==> src/rtl/fft_frame_loader_pkg.sv <==
// Shared constants for the fft frame loader: FSM encoding, default sizes and
// the width helper used for the word counter and FIFO pointers.
package fft_frame_loader_pkg;

   localparam logic [1:0] ST_LOAD  = 2'd0;
   localparam logic [1:0] ST_PAD   = 2'd1;
   localparam logic [1:0] ST_START = 2'd2;
   localparam logic [1:0] ST_WAIT  = 2'd3;

   localparam int DEF_FRAME_SIZE = 2;
   localparam int DEF_DATA_WIDTH = 32;
   localparam int DEF_FIFO_DEPTH = 4;

   // Index width for n entries; never below 1 so a one-entry range stays legal.
   function automatic int width_of(input int n);
      return (n <= 2) ? 1 : $clog2(n);
   endfunction

endpackage

==> src/rtl/fft_frame_loader_if.sv <==
// AXI-Stream data/handshake bundle used on both sides of the frame loader.
interface fft_frame_loader_if
   import fft_frame_loader_pkg::*;
#(
   parameter int DATA_WIDTH = DEF_DATA_WIDTH
) ();

   logic [DATA_WIDTH-1:0] tdata;
   logic                  tvalid;
   logic                  tlast;
   logic                  tready;

   modport master (output tdata, output tvalid, output tlast, input tready);
   modport slave  (input tdata, input tvalid, input tlast, output tready);

endinterface

==> src/rtl/fft_frame_loader_axis_sync_fifo.sv <==
// Single-clock first-word-fall-through FIFO with full/empty flags.
// Pointers carry one extra wrap bit so full and empty are distinguishable.
module axis_sync_fifo
   import fft_frame_loader_pkg::*;
#(
   parameter int WIDTH = DEF_DATA_WIDTH + 1,
   parameter int DEPTH = DEF_FIFO_DEPTH
) (
   input  logic             clk,
   input  logic             rst_n,
   input  logic             push,
   input  logic [WIDTH-1:0] wdata,
   input  logic             pop,
   output logic [WIDTH-1:0] rdata,
   output logic             full,
   output logic             empty
);

   localparam int PTR_W = width_of(DEPTH);

   logic [WIDTH-1:0] mem_r [DEPTH];
   logic [PTR_W:0]   wr_ptr_r;
   logic [PTR_W:0]   rd_ptr_r;
   logic             push_s;
   logic             pop_s;

   // Overflow/underflow requests are dropped rather than corrupting pointers.
   assign push_s = push && !full;
   assign pop_s  = pop && !empty;
   assign empty  = (wr_ptr_r == rd_ptr_r);
   assign full   = (wr_ptr_r[PTR_W] != rd_ptr_r[PTR_W]) &&
                   (wr_ptr_r[PTR_W-1:0] == rd_ptr_r[PTR_W-1:0]);
   assign rdata  = mem_r[rd_ptr_r[PTR_W-1:0]];

   // Pointer update; simultaneous push and pop keeps occupancy unchanged.
   always_ff @(posedge clk) begin
      if (!rst_n) begin
         wr_ptr_r <= '0;
         rd_ptr_r <= '0;
      end else begin
         if (push_s) begin
            wr_ptr_r <= wr_ptr_r + {{PTR_W{1'b0}}, 1'b1};
         end
         if (pop_s) begin
            rd_ptr_r <= rd_ptr_r + {{PTR_W{1'b0}}, 1'b1};
         end
      end
   end

   // Storage write.
   always_ff @(posedge clk) begin
      if (push_s) begin
         mem_r[wr_ptr_r[PTR_W-1:0]] <= wdata;
      end
   end

endmodule

==> src/rtl/fft_frame_loader.sv <==
// Frames an unframed sample stream into fixed-size fft input frames, pads
// short blocks with zeros, pulses start and holds off until the fft is done.
module fft_frame_loader
   import fft_frame_loader_pkg::*;
#(
   parameter int FRAME_SIZE = DEF_FRAME_SIZE,
   parameter int DATA_WIDTH = DEF_DATA_WIDTH,
   parameter int FIFO_DEPTH = DEF_FIFO_DEPTH
) (
   input  logic                s00_axi_aclk,
   input  logic                s00_axi_aresetn,
   fft_frame_loader_if.slave   s00_axis,
   fft_frame_loader_if.master  m00_axis,
   output logic                start,
   input  logic                fft_done,
   output logic                frame_short,
   output logic                busy
);

   localparam int                WCNT_W    = width_of(FRAME_SIZE);
   localparam logic [WCNT_W-1:0] WCNT_LAST = WCNT_W'(FRAME_SIZE - 1);

   logic [1:0]            state_r;
   logic [1:0]            state_nxt_s;
   logic [WCNT_W-1:0]     wcnt_r;
   logic                  start_r;
   logic                  busy_r;
   logic                  frame_short_r;
   logic                  full_s;
   logic                  empty_s;
   logic                  push_s;
   logic                  pop_s;
   logic                  hs_s;
   logic                  at_last_s;
   logic                  m_valid_s;
   logic [DATA_WIDTH-1:0] m_data_s;
   logic [DATA_WIDTH:0]   head_s;

   assign s00_axis.tready = s00_axi_aresetn && !full_s;
   assign push_s          = s00_axis.tvalid && s00_axis.tready;

   axis_sync_fifo #(
      .WIDTH (DATA_WIDTH + 1),
      .DEPTH (FIFO_DEPTH)
   ) u_fifo (
      .clk   (s00_axi_aclk),
      .rst_n (s00_axi_aresetn),
      .push  (push_s),
      .wdata ({s00_axis.tdata, s00_axis.tlast}),
      .pop   (pop_s),
      .rdata (head_s),
      .full  (full_s),
      .empty (empty_s)
   );

   // Downstream beat source: FIFO head while loading, zeros while padding.
   always_comb begin
      m_valid_s = 1'b0;
      m_data_s  = '0;
      case (state_r)
         ST_LOAD: begin
            if (!empty_s) begin
               m_valid_s = 1'b1;
               m_data_s  = head_s[DATA_WIDTH:1];
            end else begin
               m_valid_s = 1'b0;
               m_data_s  = '0;
            end
         end
         ST_PAD: begin
            m_valid_s = 1'b1;
            m_data_s  = '0;
         end
         default: begin
            m_valid_s = 1'b0;
            m_data_s  = '0;
         end
      endcase
   end

   assign at_last_s       = (wcnt_r == WCNT_LAST);
   assign hs_s            = m_valid_s && m00_axis.tready;
   assign pop_s           = hs_s && (state_r == ST_LOAD);
   assign m00_axis.tvalid = m_valid_s;
   assign m00_axis.tdata  = m_data_s;
   assign m00_axis.tlast  = m_valid_s && at_last_s;

   // Frame sequencing; an upstream tlast on the final slot needs no padding.
   always_comb begin
      state_nxt_s = state_r;
      case (state_r)
         ST_LOAD: begin
            if (hs_s && at_last_s) begin
               state_nxt_s = ST_START;
            end else if (hs_s && head_s[0]) begin
               state_nxt_s = ST_PAD;
            end else begin
               state_nxt_s = ST_LOAD;
            end
         end
         ST_PAD: begin
            if (hs_s && at_last_s) begin
               state_nxt_s = ST_START;
            end else begin
               state_nxt_s = ST_PAD;
            end
         end
         ST_START: begin
            state_nxt_s = ST_WAIT;
         end
         ST_WAIT: begin
            if (fft_done) begin
               state_nxt_s = ST_LOAD;
            end else begin
               state_nxt_s = ST_WAIT;
            end
         end
         default: begin
            state_nxt_s = ST_LOAD;
         end
      endcase
   end

   // State, word counter and registered status outputs.
   always_ff @(posedge s00_axi_aclk) begin
      if (!s00_axi_aresetn) begin
         state_r       <= ST_LOAD;
         wcnt_r        <= '0;
         start_r       <= 1'b0;
         busy_r        <= 1'b0;
         frame_short_r <= 1'b0;
      end else begin
         state_r <= state_nxt_s;
         start_r <= (state_nxt_s == ST_START);
         busy_r  <= (state_nxt_s == ST_START) || (state_nxt_s == ST_WAIT);
         if (hs_s) begin
            wcnt_r <= at_last_s ? '0 : wcnt_r + WCNT_W'(1);
         end else if (state_r == ST_START) begin
            wcnt_r <= '0;
         end else begin
            wcnt_r <= wcnt_r;
         end
         if (pop_s && !at_last_s && head_s[0]) begin
            frame_short_r <= 1'b1;
         end else begin
            frame_short_r <= frame_short_r;
         end
      end
   end

   assign start       = start_r;
   assign busy        = busy_r;
   assign frame_short = frame_short_r;

endmodule

==> src/flat_wrapper.sv <==
// flat-port wrapper written by rule: the top's interface ports become plain ports
module fft_frame_loader_flat import fft_frame_loader_pkg::*;
#(
   parameter int FRAME_SIZE = DEF_FRAME_SIZE,
   parameter int DATA_WIDTH = DEF_DATA_WIDTH,
   parameter int FIFO_DEPTH = DEF_FIFO_DEPTH
)
  (s00_axi_aclk, s00_axi_aresetn, start, fft_done, frame_short, busy, s00_axis_tdata, s00_axis_tvalid, s00_axis_tlast, s00_axis_tready, m00_axis_tdata, m00_axis_tvalid, m00_axis_tlast, m00_axis_tready);
  fft_frame_loader_if #(.DATA_WIDTH(DATA_WIDTH)) s00_axis_i ();
  fft_frame_loader_if #(.DATA_WIDTH(DATA_WIDTH)) m00_axis_i ();
  input  logic s00_axi_aclk;
  input  logic s00_axi_aresetn;
  output logic start;
  input  logic fft_done;
  output logic frame_short;
  output logic busy;
  input wire logic [$bits(s00_axis_i.tdata)-1:0] s00_axis_tdata;
  input wire logic [$bits(s00_axis_i.tvalid)-1:0] s00_axis_tvalid;
  input wire logic [$bits(s00_axis_i.tlast)-1:0] s00_axis_tlast;
  output wire logic [$bits(s00_axis_i.tready)-1:0] s00_axis_tready;
  output wire logic [$bits(m00_axis_i.tdata)-1:0] m00_axis_tdata;
  output wire logic [$bits(m00_axis_i.tvalid)-1:0] m00_axis_tvalid;
  output wire logic [$bits(m00_axis_i.tlast)-1:0] m00_axis_tlast;
  input wire logic [$bits(m00_axis_i.tready)-1:0] m00_axis_tready;
  assign s00_axis_i.tdata = s00_axis_tdata;
  assign s00_axis_i.tvalid = s00_axis_tvalid;
  assign s00_axis_i.tlast = s00_axis_tlast;
  assign s00_axis_tready = s00_axis_i.tready;
  assign m00_axis_tdata = m00_axis_i.tdata;
  assign m00_axis_tvalid = m00_axis_i.tvalid;
  assign m00_axis_tlast = m00_axis_i.tlast;
  assign m00_axis_i.tready = m00_axis_tready;
  fft_frame_loader #(.FRAME_SIZE(FRAME_SIZE), .DATA_WIDTH(DATA_WIDTH), .FIFO_DEPTH(FIFO_DEPTH)) u_core (.s00_axi_aclk(s00_axi_aclk), .s00_axi_aresetn(s00_axi_aresetn), .s00_axis(s00_axis_i), .m00_axis(m00_axis_i), .start(start), .fft_done(fft_done), .frame_short(frame_short), .busy(busy));
endmodule
==> config.mk <==
export PLATFORM = sky130hd
export DESIGN_NAME = fft_frame_loader_flat
export DESIGN_NICKNAME = d
export VERILOG_FILES = /design/src/rtl/fft_frame_loader_pkg.sv /design/src/rtl/fft_frame_loader_if.sv /design/src/rtl/fft_frame_loader_axis_sync_fifo.sv /design/src/rtl/fft_frame_loader.sv /design/src/flat_wrapper.sv
export SDC_FILE = /design/constraint.sdc
export NUM_CORES = 1
export LEC_CHECK = 0
export BUFFER_PORTS_ARGS = -buffer_cell sky130_fd_sc_hd__buf_4
export CAP_MARGIN = 20
export CORE_UTILIZATION = 46
export CTS_BUF_LIST = sky130_fd_sc_hd__clkbuf_8
export DETAILED_ROUTE_END_ITERATION = 7
export PLACE_DENSITY = 0.65
export SETUP_SLACK_MARGIN = 0.3
export SYNTH_ARGS = -nofsm -noshare
export SYNTH_HDL_FRONTEND = slang
export SYNTH_SLANG_ARGS = --single-unit
==> constraint.sdc <==
create_clock -name s00_axi_aclk -period 6.9 [get_ports s00_axi_aclk]
set_input_delay 0.69 -clock s00_axi_aclk [delete_from_list [all_inputs] [get_ports s00_axi_aclk]]
set_output_delay 0.69 -clock s00_axi_aclk [all_outputs]
set_load 0.01 [all_outputs]
==> impl_results.md <==
* Largest net degree at the start of global routing at 34
* Power per cell area at 317 mW/mm^2
* DR pass1 iterations at 4
* Tmin final at between 3000 and 4000 ps
* Routed Antenna Nets at 0
* Clock Latency Late Sink at 450 ps
* GRT Util Overall at between 10% and 20%
* Die H at between 100 and 150 um
* Routed WL per cell at about 19 um
* Post-Syn Area at between 0.005 and 0.006 sq mm
* Design area at 0.00693 sq mm
* Setup repair after global routing missed its margin: no
* Internal power at 1.59 mW
* Endpoints failing hold at 0
* Max IR drop VDD at roughly 110 uV
* Yosys Warn Count at 0
* Synthesis-to-finish area growth at 19.2%
* Clk root buf: clkbuf_8
* Seq pwr share at 47.9%
* Hold slack at 442 ps
* Iteration-0 DRC Markers at between 100 and 150
* Critical setup path kind: register to primary output
* Max FO, Critical Path at 18
* Combinational share of power at 23.1%
* GP Congestion at between 0.7 and 0.8
* Full die area at 0.0131 sq mm
* CTS buffer count at 17
* Slew @ Worst Pin at about 960 ps
* Vias/cell at between 5 and 6
* Worst setup margin at about 3700 ps
* WP buf/inv at 2
* Synthesis-stage register bit count at 146
* FFs w/ async S/R, synth at 0%
* Max frequency at 0.309 GHz
* Die Wd at 114 um
* Final period util at a little under half
* CTS tree: done
* Setup-failing EPs final at 0
* Clk slew on worst S/H paths at 90 ps
* Slowest-stage cell, CP: o31ai_4
* Total placed instance area at ~0.0065 sq mm
* WL final at 10400 um
* Global-route wire length before repair at around 16000 um
* Status: completed
* Layout cells sized above 1 at between 30% and 40%
* Max Cap Viol at 0
* Hpwl dp at 6130 um
* Floorplan row count at 40
* Initial antenna violation count at 0
* Skew final at approximately 8.1 ps
* Cells along the critical path: xor2_2, o31ai_4, buf_4, nor2b_1, buf_4
* Synth Instances at 299
* Vias in the first global route at 3030
* Port bufs at 75
* DR vias at around 2900
* DRC Markers at 0
* Most common cell on crit path: buf_4
* Worst min path class: primary input to register
* Delay-heaviest family, CP: compound AO/OA/AOI/OAI gates
* Share of the synthesized area in the top cell type at between 60% and 70%
* # hold bufs at CTS at 0
* WP data arrival at about 2600 ps
* CP required at around 6200 ps
* CORE AREA at around 0.012 sq mm
* Worst slack, placed at between 4000 and 5000 ps
* Dominant cells by area after synthesis: edfxtp_1, mux4_2, dfxtp_1, nor2b_1, ha_1
* Post-route setup TNS at 0 ps
* Post-CTS Setup Bufs at 0
* # clock sinks at between 100 and 150
* IO Pins at 76
* Leak at 2.34 nW
* Number of fill cells at roughly 970
* Clk pwr share at between 20 and 30%
* Post-cts resize count at 0
* Most area-hungry cell type in the Yosys netlist: edfxtp_1
* Post-synth cell types at 37
* Grt total ovfl at 0
* Clock buffer depth at 2
* Total power draw at between 2 and 2.5 mW
* Worst rel slew slack at a little over a third
* CTS H-tree depth at 4
* Final nets at about 420
* Most used DFF post-synth: edfxtp_1
* Pins over their slew limit at 0
* Sw frac at approximately 28%
* Critical path launch point type: register
* Worst path max stage delay at ~770 ps
* Initial Util at around 48%
* Sequential share of the synthesized area at 73.0%
* Setup crit end kind: primary output
* Net Sw Power at about 0.6 mW
* Post-synth EDFFs at approximately 130
* Post-synth net total at roughly 340
* Avg Cell Area, Syn at approximately 20 sq um
-- power by group through the flow --
stage          sequential (mW)  combinational [mW]  clock [mW]
4_1_cts                   1.06               0.520       0.649
3_3_place_gp              1.07               0.514           0
3_5_place_dp              1.08               0.519           0
2_1_floorplan             1.04               0.335           0
5_1_grt                   1.06               0.552       0.684
6_report                  1.05               0.509       0.637
-- layer usage --
layer | track usage [%] | wire [um] | vias to the layer above
li1 | - | - | 1348
met1 | 22.1 | 4580 | 1502
met2 | 26.9 | 5170 | 74
met3 | 4.92 | 520 | 11
met4 | 8.31 | 144 | 0
met5 | 0 | 0 | -
-- cells in the mapped netlist (2+ instances only) --
cell / instances
nor4_1: 2
nor2b_1: 32
mux4_2: 33
ha_1: 5
a31oi_1: 5
nand2_1: 10
edfxtp_1: 132
xor2_2: 3
nor3b_1: 4
nand2b_1: 2
and3_1: 5
inv_1: 6
mux2i_1: 6
dfxtp_1: 14
buf_2: 9
buf_1: 2
nor2_1: 4
xnor2_1: 3
clkbuf_1: 3
o21a_1: 2
-- registers in the layout, summed over array words and instances (netlist names), named ones only --
name                    flops
u_core.busy                 1
u_core.frame_short          1
u_core.at_last_s            1
u_core.state_r              2
u_core.u_fifo.mem_r       132
u_core.u_fifo.rd_ptr_r      3
u_core.u_fifo.wr_ptr_r      3
u_core.start                1
-- worst paths after layout --
check | startpoint | slack, ps | to | depth (start not counted)
worst max-delay path | u_core.u_fifo.wr_ptr_r[1] | 3660 | m00_axis_tdata[18] | 5
worst min-delay path | s00_axis_tdata[30] | 440 | u_core.u_fifo.mem_r[0][31] | 1
worst max register to register | u_core.u_fifo.wr_ptr_r[1] | 4400 | u_core.u_fifo.mem_r[1][8] | 3
worst min register to register | u_core.frame_short | 470 | u_core.frame_short | 2
-- cell usage in the layout, fill, tap and decap left out, types with 3 or more instances in the layout --
cell          n
edfxtp_1    132
buf_4        77
mux4_2       33
nor2b_1      32
clkbuf_8     17
dfxtp_1      12
nand2_1      10
inv_1         8
mux2i_1       6
clkinvlp_4    6
a31oi_1       5
ha_1          5
nor2_1        4
and3_2        4
nor3b_1       4
xor2_2        3
xnor2_1       3
clkinv_2      3
-- worst reg2reg max path, stage by stage (launching register included) --
cell and delay (ps):
dfxtp_1 480, xor2_2 410, o31a_1 340, and3_2 870
-- area by class of cell --
class	instances	area [sq um]	share of cell area [%]
timing repair buffer	77	578	8.35
clock inverter	15	145	2.10
inverter	6	22.5	0.325
multi-input combinational	132	1490	21.5
sequential	146	4250	61.3
tap	168	210	3.03
antenna	1	2.50	0.0361
clock buffer	17	234	3.38
-- stage by stage --
step / std cells / utilization [%]
2_1_floorplan: 299 / -
3_3_place_gp: 529 / 53.8
3_5_place_dp: 529 / 53.8
4_1_cts: 561 / 56.9
5_1_grt: 561 / 56.9
6_report: 562 / 57.0
-- cell families (layout without fill, tap and decap cells) --
logic type / Yosys count / after routing / share of synthesized area [%]
DFF: 146 / 146 / 73.0
and+or+nand+nor: 64 / 64 / 6.50
muxes: 39 / 39 / 13.8
buffers and inverters: 21 / 115 / 1.61
AOI/OAI and AO/OA: 18 / 18 / 2.67
xor gates and xnor gates: 6 / 6 / 1.29
adders and majority gates: 5 / 5 / 1.08
other: 0 / 1 / 0
No activity file was read; power rests on OpenSTA's default activity.
